[src/rtl/down_counter_timer_pkg.sv]
// Shared constants for the loadable down-counter timer: state encoding and default width.
package down_counter_timer_pkg;

    localparam int unsigned DEFAULT_WIDTH = 8;

    localparam logic ST_IDLE = 1'b0;
    localparam logic ST_RUN  = 1'b1;

    typedef enum logic {
        StIdle = ST_IDLE,
        StRun  = ST_RUN
    } state_e;

endpackage

[src/rtl/down_counter_timer_step.sv]
// Toggle-flip-flop borrow chain: decrements by one when enabled, with a synchronous
// parallel load that takes priority over the decrement.
module down_step #(
    parameter int unsigned WIDTH = 8
) (
    input  logic             clock,
    input  logic             reset_n,
    input  logic             enable,
    input  logic             load,
    input  logic [WIDTH-1:0] load_value,
    output logic [WIDTH-1:0] count
);

    logic [WIDTH-1:0] count_q;
    logic [WIDTH-1:0] count_d;
    logic [WIDTH-1:0] toggle;

    // Bit i toggles only when every lower bit is 0 (borrow ripples upward).
    always_comb begin
        toggle[0] = enable;
        for (int i = 1; i < int'(WIDTH); i++) begin
            toggle[i] = toggle[i-1] & ~count_q[i-1];
        end
    end

    always_comb begin
        count_d = count_q ^ toggle;
        if (load) begin
            count_d = load_value;
        end
    end

    always_ff @(posedge clock or negedge reset_n) begin
        if (!reset_n) begin
            count_q <= '0;
        end else begin
            count_q <= count_d;
        end
    end

    assign count = count_q;

endmodule

[src/rtl/down_counter_timer.sv]
// Loadable down-counter with a registered terminal-count pulse, usable as a
// one-shot timer or an auto-reloading rate divider.
module down_counter_timer
    import down_counter_timer_pkg::*;
#(
    parameter int unsigned WIDTH = DEFAULT_WIDTH
) (
    input  logic             clock,
    input  logic             reset_n,
    input  logic             load,
    input  logic [WIDTH-1:0] load_value,
    input  logic             enable,
    input  logic             periodic,
    output logic [WIDTH-1:0] Q,
    output logic             done,
    output logic             busy
);

    state_e           state_q, state_d;
    logic [WIDTH-1:0] reload_q;
    logic             done_q, done_d;
    logic             terminal;
    logic             running;
    logic             step_en;
    logic             step_load;
    logic [WIDTH-1:0] step_value;

    assign running  = (state_q == StRun) && !load && enable;
    assign terminal = (Q == WIDTH'(1));

    // Periodic reload goes through the parallel-load port; one-shot terminal just
    // decrements 1 -> 0.
    assign step_load  = load || (running && terminal && periodic);
    assign step_value = load ? load_value : reload_q;
    assign step_en    = running && !(terminal && periodic);

    down_step #(
        .WIDTH (WIDTH)
    ) u_step (
        .clock      (clock),
        .reset_n    (reset_n),
        .enable     (step_en),
        .load       (step_load),
        .load_value (step_value),
        .count      (Q)
    );

    always_comb begin
        state_d = state_q;
        done_d  = 1'b0;
        if (load) begin
            state_d = (load_value != '0) ? StRun : StIdle;
        end else if (running && terminal) begin
            done_d = 1'b1;
            if (!periodic) begin
                state_d = StIdle;
            end
        end
    end

    always_ff @(posedge clock or negedge reset_n) begin
        if (!reset_n) begin
            state_q  <= StIdle;
            reload_q <= '0;
            done_q   <= 1'b0;
        end else begin
            state_q <= state_d;
            done_q  <= done_d;
            if (load) begin
                reload_q <= load_value;
            end
        end
    end

    assign done = done_q;
    assign busy = (state_q == StRun);

endmodule

[config.mk]
export PLATFORM = sky130hd
export DESIGN_NAME = down_counter_timer
export DESIGN_NICKNAME = d
export VERILOG_FILES = /design/src/rtl/down_counter_timer_pkg.sv /design/src/rtl/down_counter_timer_step.sv /design/src/rtl/down_counter_timer.sv
export SDC_FILE = /design/constraint.sdc
export NUM_CORES = 1
export LEC_CHECK = 0
export BUFFER_PORTS_ARGS = -buffer_cell sky130_fd_sc_hd__buf_2
export CORE_ASPECT_RATIO = 0.7
export CORE_MARGIN = 2
export CORE_UTILIZATION = 44
export CTS_CLUSTER_DIAMETER = 150
export DETAILED_ROUTE_END_ITERATION = 8
export PLACE_DENSITY_LB_ADDON = 0.3
export SKIP_LAST_GASP = 1
export SLEW_MARGIN = 30
export SYNTH_ARGS = -nofsm -noshare
export SYNTH_HDL_FRONTEND = slang
export SYNTH_HIERARCHICAL = 1
export SYNTH_SLANG_ARGS = --single-unit
[constraint.sdc]
create_clock -name clock -period 3.16 [get_ports clock]
set_input_delay 0.316 -clock clock [delete_from_list [all_inputs] [get_ports clock]]
set_output_delay 0.316 -clock clock [all_outputs]
set_load 0.1 [all_outputs]
==> summary.md, run 1 <==
| Metric | Value |
|---|---|
| Post-DR vias/cell | 5.13 |
| Most used cells in the layout excluding fill and tap cells | buf_2 (22), dfrtp_1 (18), inv_1 (10) |
| Wire length of the first global-routing pass | 2820 um |
| Number of antenna repair diodes | 0 |
| Gr ovfl total | 0 |
| Portion of the post-synthesis area used by sequential elements | 51.0% |
| Number of CTS-inserted buffers | 3 |
| Number of setup buffers added after CTS | 0 |
| Data required time of the worst path | 3350 ps |
| Crit-path cells | nor4b_4 -> nand3_1 -> nor3b_1 -> ha_1 -> ha_1 -> ha_1 -> ha_1 -> ha_1 -> ha_1 -> ha_1 -> xnor2_1 -> o21ai_0 |
| Via Count | 626 |
| Count of unique library cells instantiated by Yosys | 20 |
| Detailed-router iteration count before antenna repair | 4 |
| Number of cells on the worst reg-to-reg path | 12 |
| Cell area power density | 599 nW/um2 |
| Syn Nets | 93 |
| Number of pins with negative max-slew slack in the final report | 0 |
| Clock insertion delay at the later pin of the skew report | 300 ps |
| Iteration-0 DRC count of the detailed router | 18 |
| Via count of the first global-routing pass | 632 |
| Number of warnings printed during yosys synthesis | 6 |
| Total routed wirelength | 1620 um |
| Share of post-route cells with drive strength above 1 | 39.0% |
| Arrival @ worst endpoint | 2870 ps |
| Total number of nets in the final design | 121 |
| VDD IR-drop max | 0.332 mV |
| Cell chosen for the clock root | clkbuf_4 |
| Most prevalent standard cell on the critical path | ha_1 |
| DRC | 0 |
| Area overhead of the layout relative to synthesis | 20.7% |
| Antenna violations before repair | 0 |
| Startpoint type of the worst setup path | register |
| Rel. slew slack | 67.5% |
| Most common library cell in the layout ignoring fill and taps | buf_2 |
| Cell area after placement | 1020 um2 |
| Wirelength per Cell | 13.3 um |
| Cells on Worst Hold Path | 2 |
| Pin count of the biggest net entering global routing | 19 |
| CTS sink cnt | 18 |
| Status | complete, no violations |
| Achievable clock frequency | 372 MHz |
| Period utilization | 85.0% |
| Input/output buffers | 22 |
| Largest incremental delay on the critical path | 430 ps |
| GRT Resource Usage Total | 15.7% |
| Actual transition at the worst max-transition pin | 491 ps |
| Total of cells resized after clock tree synthesis | 0 |
| Placer congestion estimate | 0.777 |
| Number of ports placed on the die boundary | 23 |
| Final ANT Viol Nets | 0 |
| Std cell rows | 13 |
| Core footprint | 1870 um2 |
| Cell area after synthesis | 883 um2 |
| Die outline area | 2390 um2 |
| Number of storage elements in the synthesis netlist | 18 |
| Setup repair after global routing missed its margin | false |
| Leakage power total | 0.537 nW |
| Slowest stage cell, crit path | dfrtp_1 |
| Initial standard-cell utilization of the core | 47.2% |
| Worst min path class | in2reg |
| Clock input transition at the sequential cells of the worst setup and hold paths | 100 ps |
| Final Hold Violating Endpoints | 0 |
| Post-detail-place hpwl | 1270 um |
| Critical setup path kind | reg2reg |
| Synth Area per Inst | 12.1 um2 |
| Sum of negative setup slack | 0 ps |
| CP endpoint kind | register |
| Die Height | 41.5 um |
| Clk buf depth | 2 |
| Post-layout minimum cycle time | 2690 ps |
| CTS tree | done |
| Number of H-tree branching levels | 1 |
| Number of standard cells after synthesis | 73 |
| Highest net fanout along the worst path | 3 |
| Max-capacitance violation count | 0 |
| Post-route standard cell area excluding fillers | 1070 um2 |
| Final setup skew | 2.87 ps |
| Count of filler cells inserted in the layout | 155 |
| Core Util, Final | 57.0% |
| Horiz. Die Dim | 57.6 um |
| Final count of negative-setup-slack endpoints | 0 |
[cell usage after synthesis]
| library cell | count | share of area [%] |
|---|---|---|
| nor3b_1 | 1 | 0.85 |
| ha_1 | 7 | 9.9 |
| buf_2 | 1 | 0.57 |
| nor3b_2 | 1 | 1.4 |
| inv_1 | 10 | 4.2 |
| a21oi_1 | 1 | 0.57 |
| o21ai_0 | 7 | 4.0 |
| mux2_2 | 8 | 10 |
| dfrtp_1 | 18 | 51 |
| mux2i_1 | 2 | 2.3 |
| nand3_1 | 1 | 0.57 |
| nor4b_4 | 1 | 2.7 |
| nor4_1 | 2 | 1.4 |
| and2_0 | 1 | 0.71 |
| xnor2_1 | 1 | 0.99 |
| nand4b_1 | 1 | 0.99 |
| nand2_1 | 7 | 3.0 |
| nor4_4 | 1 | 2.4 |
| buf_6 | 1 | 1.3 |
| a31o_1 | 1 | 0.99 |
[path summary, 6_finish.rpt]
kind / start / slack (ps) / endpoint
min in group asynchronous: reset_n / 460 / reload_q[6]
setup reg to reg: u_step/count[1] / 470 / u_step/count[7]
hold / removal: load_value[3] / 280 / reload_q[3]
setup / recovery: u_step/count[1] / 470 / u_step/count[7]
max in group asynchronous: reset_n / 2410 / u_step/count[1]
hold reg to reg: reload_q[5] / 500 / reload_q[5]
[through the flow]
stage          power [W]  std cells  setup slack, ps  hold WS [ps]
6_report        0.000638        122              473           284
5_1_grt         0.000672        122              290           266
4_1_cts         0.000649        122              450           266
3_5_place_dp    0.000503        117              457           271
3_3_place_gp    0.000500        117              524           267
2_1_floorplan   0.000457         73             36.2          20.4
[sequential cells by signal, indices dropped and copies added, names as in the netlist]
name	count
reload_q	8
busy	1
u_step/count	8
done	1
[area by class of cell]
cell class / count / area (um2) / share of cell area, %
Clock buffer: 4 / 36.3 / 3.40
Inverter: 10 / 37.5 / 3.52
Multi-Input combinational cell: 43 / 379 / 35.6
Sequential cell: 18 / 450 / 42.3
Tap cell: 22 / 27.5 / 2.58
Timing Repair Buffer: 25 / 135 / 12.7
[per-layer routing]
layer | vias up | global-route usage (%) | routed length, um
li1 | 303 | - | -
met1 | 301 | 19.9 | 770
met5 | - | 0 | 0
met3 | 2 | 6.85 | 127
met4 | 0 | 4.19 | 8
met2 | 20 | 24.5 | 711
[kinds of logic (layout without fill, tap and decap cells)]
group | count (synthesis) | after routing | synth area share, %
AOI/OAI and AO/OA | 9 | 9 | 5.52
and+or+nand+nor | 16 | 16 | 14.0
xor gates and xnor gates | 1 | 1 | 0.992
adders and majority gates | 7 | 7 | 9.91
buffers and inverters | 12 | 39 | 6.09
DFF | 18 | 18 | 51.0
muxes | 10 | 10 | 12.5
[what timing repair did]
action / CTS / global route
hold buffers: 1 / 0
hold endpoints to repair: 18 / 0
endpoints found under the setup margin: 0 / 0
[worst max-delay path: cells and delay by family, from the launching register on]
family / cells / cell delay, ps
simple gates: 3 / 610
flops: 1 / 430
compound gates: 1 / 90
fa+ha+maj: 7 / 1300
xor+xnor: 1 / 140
[report_power, final]
group | leakage [nW] | internal [W] | total (W) | switching (W)
clock | 0.0210 | 0.0000703 | 0.000141 | 0.0000712
combinational | 0.301 | 0.0000494 | 0.000218 | 0.000169
sequential | 0.215 | 0.000257 | 0.000279 | 0.0000222
No activity file was read; power rests on OpenSTA's default activity.
==> run 2, diff against run 1 <==
Settings changed: CAP_MARGIN set to 5, CTS_BUF_LIST set to sky130_fd_sc_hd__clkbuf_4.
==> run 2 against run 1 <==
- first-iteration DRC count up 17%
- non-clock buffer count unchanged
- cell area down 0.94%
- count of clock-buffer cells in the layout down 1
- sequential power about the same
==> summary.md, run 2 (same netlist as run 1, synthesis figures left out) <==
| Metric | Value |
|---|---|
| Die Height | 41.5 um |
| Rel. slew slack | 67.5% |
| Post-DR vias/cell | 5.07 |
| Crit-path cells | nor4b_4 -> nand3_1 -> nor3b_1 -> ha_1 -> ha_1 -> ha_1 -> ha_1 -> ha_1 -> ha_1 -> ha_1 -> xnor2_1 -> o21ai_0 |
| DRC | 0 |
| Most used cells in the layout excluding fill and tap cells | buf_2 (22), dfrtp_1 (18), inv_1 (10) |
| Post-detail-place hpwl | 1270 um |
| Horiz. Die Dim | 57.6 um |
| Critical setup path kind | reg2reg |
| Sum of negative setup slack | 0 ps |
| Number of H-tree branching levels | 1 |
| Die outline area | 2390 um2 |
| Wirelength per Cell | 13.6 um |
| Most prevalent standard cell on the critical path | ha_1 |
| Data required time of the worst path | 3380 ps |
| Via Count | 618 |
| Pin count of the biggest net entering global routing | 19 |
| Sum of buffers and inverters on the critical path | 0 |
| Number of antenna repair diodes | 0 |
| Relative contribution of sequential cells to total power | 45.4% |
| CP endpoint kind | register |
| Number of pins with negative max-slew slack in the final report | 0 |
| Number of ports placed on the die boundary | 23 |
| Total number of nets in the final design | 121 |
| Most common library cell in the layout ignoring fill and taps | buf_2 |
| Area overhead of the layout relative to synthesis | 19.5% |
| Status | complete, no violations |
| Final critical-path setup slack | 430 ps |
| CTS sink cnt | 18 |
| Top Family by Delay on Critical Path | adder cells |
| Cell total after placement | 117 |
| Area taken by multi-input logic gates | 379 um2 |
| Actual transition at the worst max-transition pin | 491 ps |
| Gr ovfl total | 0 |
| Detailed-router iteration count before antenna repair | 4 |
| Arrival @ worst endpoint | 2950 ps |
| Clock insertion delay at the later pin of the skew report | 290 ps |
| Count of filler cells inserted in the layout | 156 |
| Post-layout minimum cycle time | 2730 ps |
| Achievable clock frequency | 366 MHz |
| Setup repair after global routing missed its margin | false |
| Startpoint type of the worst setup path | register |
| Register cell area after layout | 450 um2 |
| Clock network power share | 19.1% |
| Std cell rows | 13 |
| Highest net fanout along the worst path | 3 |
| Number of CTS-inserted buffers | 3 |
| Worst min path class | in2reg |
| Via count of the first global-routing pass | 639 |
| Net switching power of the design | 0.000262 W |
| Largest incremental delay on the critical path | 430 ps |
| Final ANT Viol Nets | 0 |
| Iteration-0 DRC count of the detailed router | 21 |
| Share of total power in combinational logic | 35.6% |
| Total of cells resized after clock tree synthesis | 0 |
| Max-capacitance violation count | 0 |
| Antenna violations before repair | 0 |
| Clk buf depth | 2 |
| Total routed wirelength | 1660 um |
| Input/output buffers | 22 |
| Period utilization | 86.4% |
| VDD IR-drop max | 0.358 mV |
| Placer congestion estimate | 0.777 |
| Slowest stage cell, crit path | dfrtp_1 |
| Share of post-route cells with drive strength above 1 | 38.0% |
| Final Hold Violating Endpoints | 0 |
| GRT Resource Usage Total | 15.7% |
| Worst Setup Slack post-DPL | 457 ps |
| Switching portion of total power | 42.7% |
| Final count of negative-setup-slack endpoints | 0 |
| Cell internal pwr | 0.000352 W |
| Cell chosen for the clock root | clkbuf_4 |
| Number of setup buffers added after CTS | 0 |
| Core footprint | 1870 um2 |
| Wire length of the first global-routing pass | 2830 um |
| CTS tree | done |
| Final setup skew | 2.46 ps |
| Initial standard-cell utilization of the core | 47.2% |
| Leakage power total | 0.531 nW |
| Final standard cell count with taps included and fillers excluded | 122 |
| Cell area power density | 582 nW/um2 |
| Clock input transition at the sequential cells of the worst setup and hold paths | 100 ps |
==> run 2: cell types whose count changed in the layout (fill, tap and decap cells not counted) <==
cell | previous run | this run
clkinv_1 | 0 | 1
clkbuf_8 | 1 | 0
==> run 2: stage by stage <==
step                      utilization, %  hold slack, ps  cell area (um2)  power, W
after global routing                56.5             271             1060  0.000647
after global placement              54.5             267             1020  0.000500
after floorplan                        -            20.4              883  0.000457
after detailed placement            54.5             271             1020  0.000503
after CTS                           56.5             275             1060  0.000623
final                               56.5             286             1060  0.000614
==> run 2: metal layers <==
layer  share of wire [%]  vias up  GRT usage (%)  wire (um)
met5                   0        -              0          0
met4                   0        0           2.79          0
met3                 7.5        0           6.85        124
met2                  45       17           25.2        739
met1                  48      301           19.9        794
li1                    -      300              -          -
==> run 2: cell type report <==
type | count | share of cell area [%]
clock buffers | 3 | 2.13
multi-input cells | 43 | 35.9
inverters | 10 | 3.55
repair buffers | 25 | 12.8
clock inverters | 1 | 0.355
flip-flops and latches | 18 | 42.7
well taps | 22 | 2.61
==> run 2: final timing paths <==
kind / from / depth (start not counted) / slack (ps) / end
max reg2reg: u_step/count[1] / 12 / 430 / u_step/count[7]
min reg2reg: reload_q[5] / 1 / 500 / reload_q[5]
max: u_step/count[1] / 12 / 430 / u_step/count[7]
min: load_value[3] / 2 / 290 / reload_q[3]
min in group asynchronous: reset_n / 2 / 470 / reload_q[6]
max in group asynchronous: reset_n / 2 / 2410 / u_step/count[1]
==> run 2: what timing repair did <==
item / in CTS / in global routing
hold buffers: 1 / 0
endpoints found under the hold margin: 18 / 0
setup endpoints to repair: 0 / 0
==> run 2: power groups by stage <==
stage,clock [W],sequential [W],combinational (W)
after CTS,0.000123,0.000280,0.000221
after detailed placement,0,0.000284,0.000219
after floorplan,0,0.000403,0.0000531
after global placement,0,0.000283,0.000217
final,0.000117,0.000279,0.000218
after global routing,0.000131,0.000283,0.000232
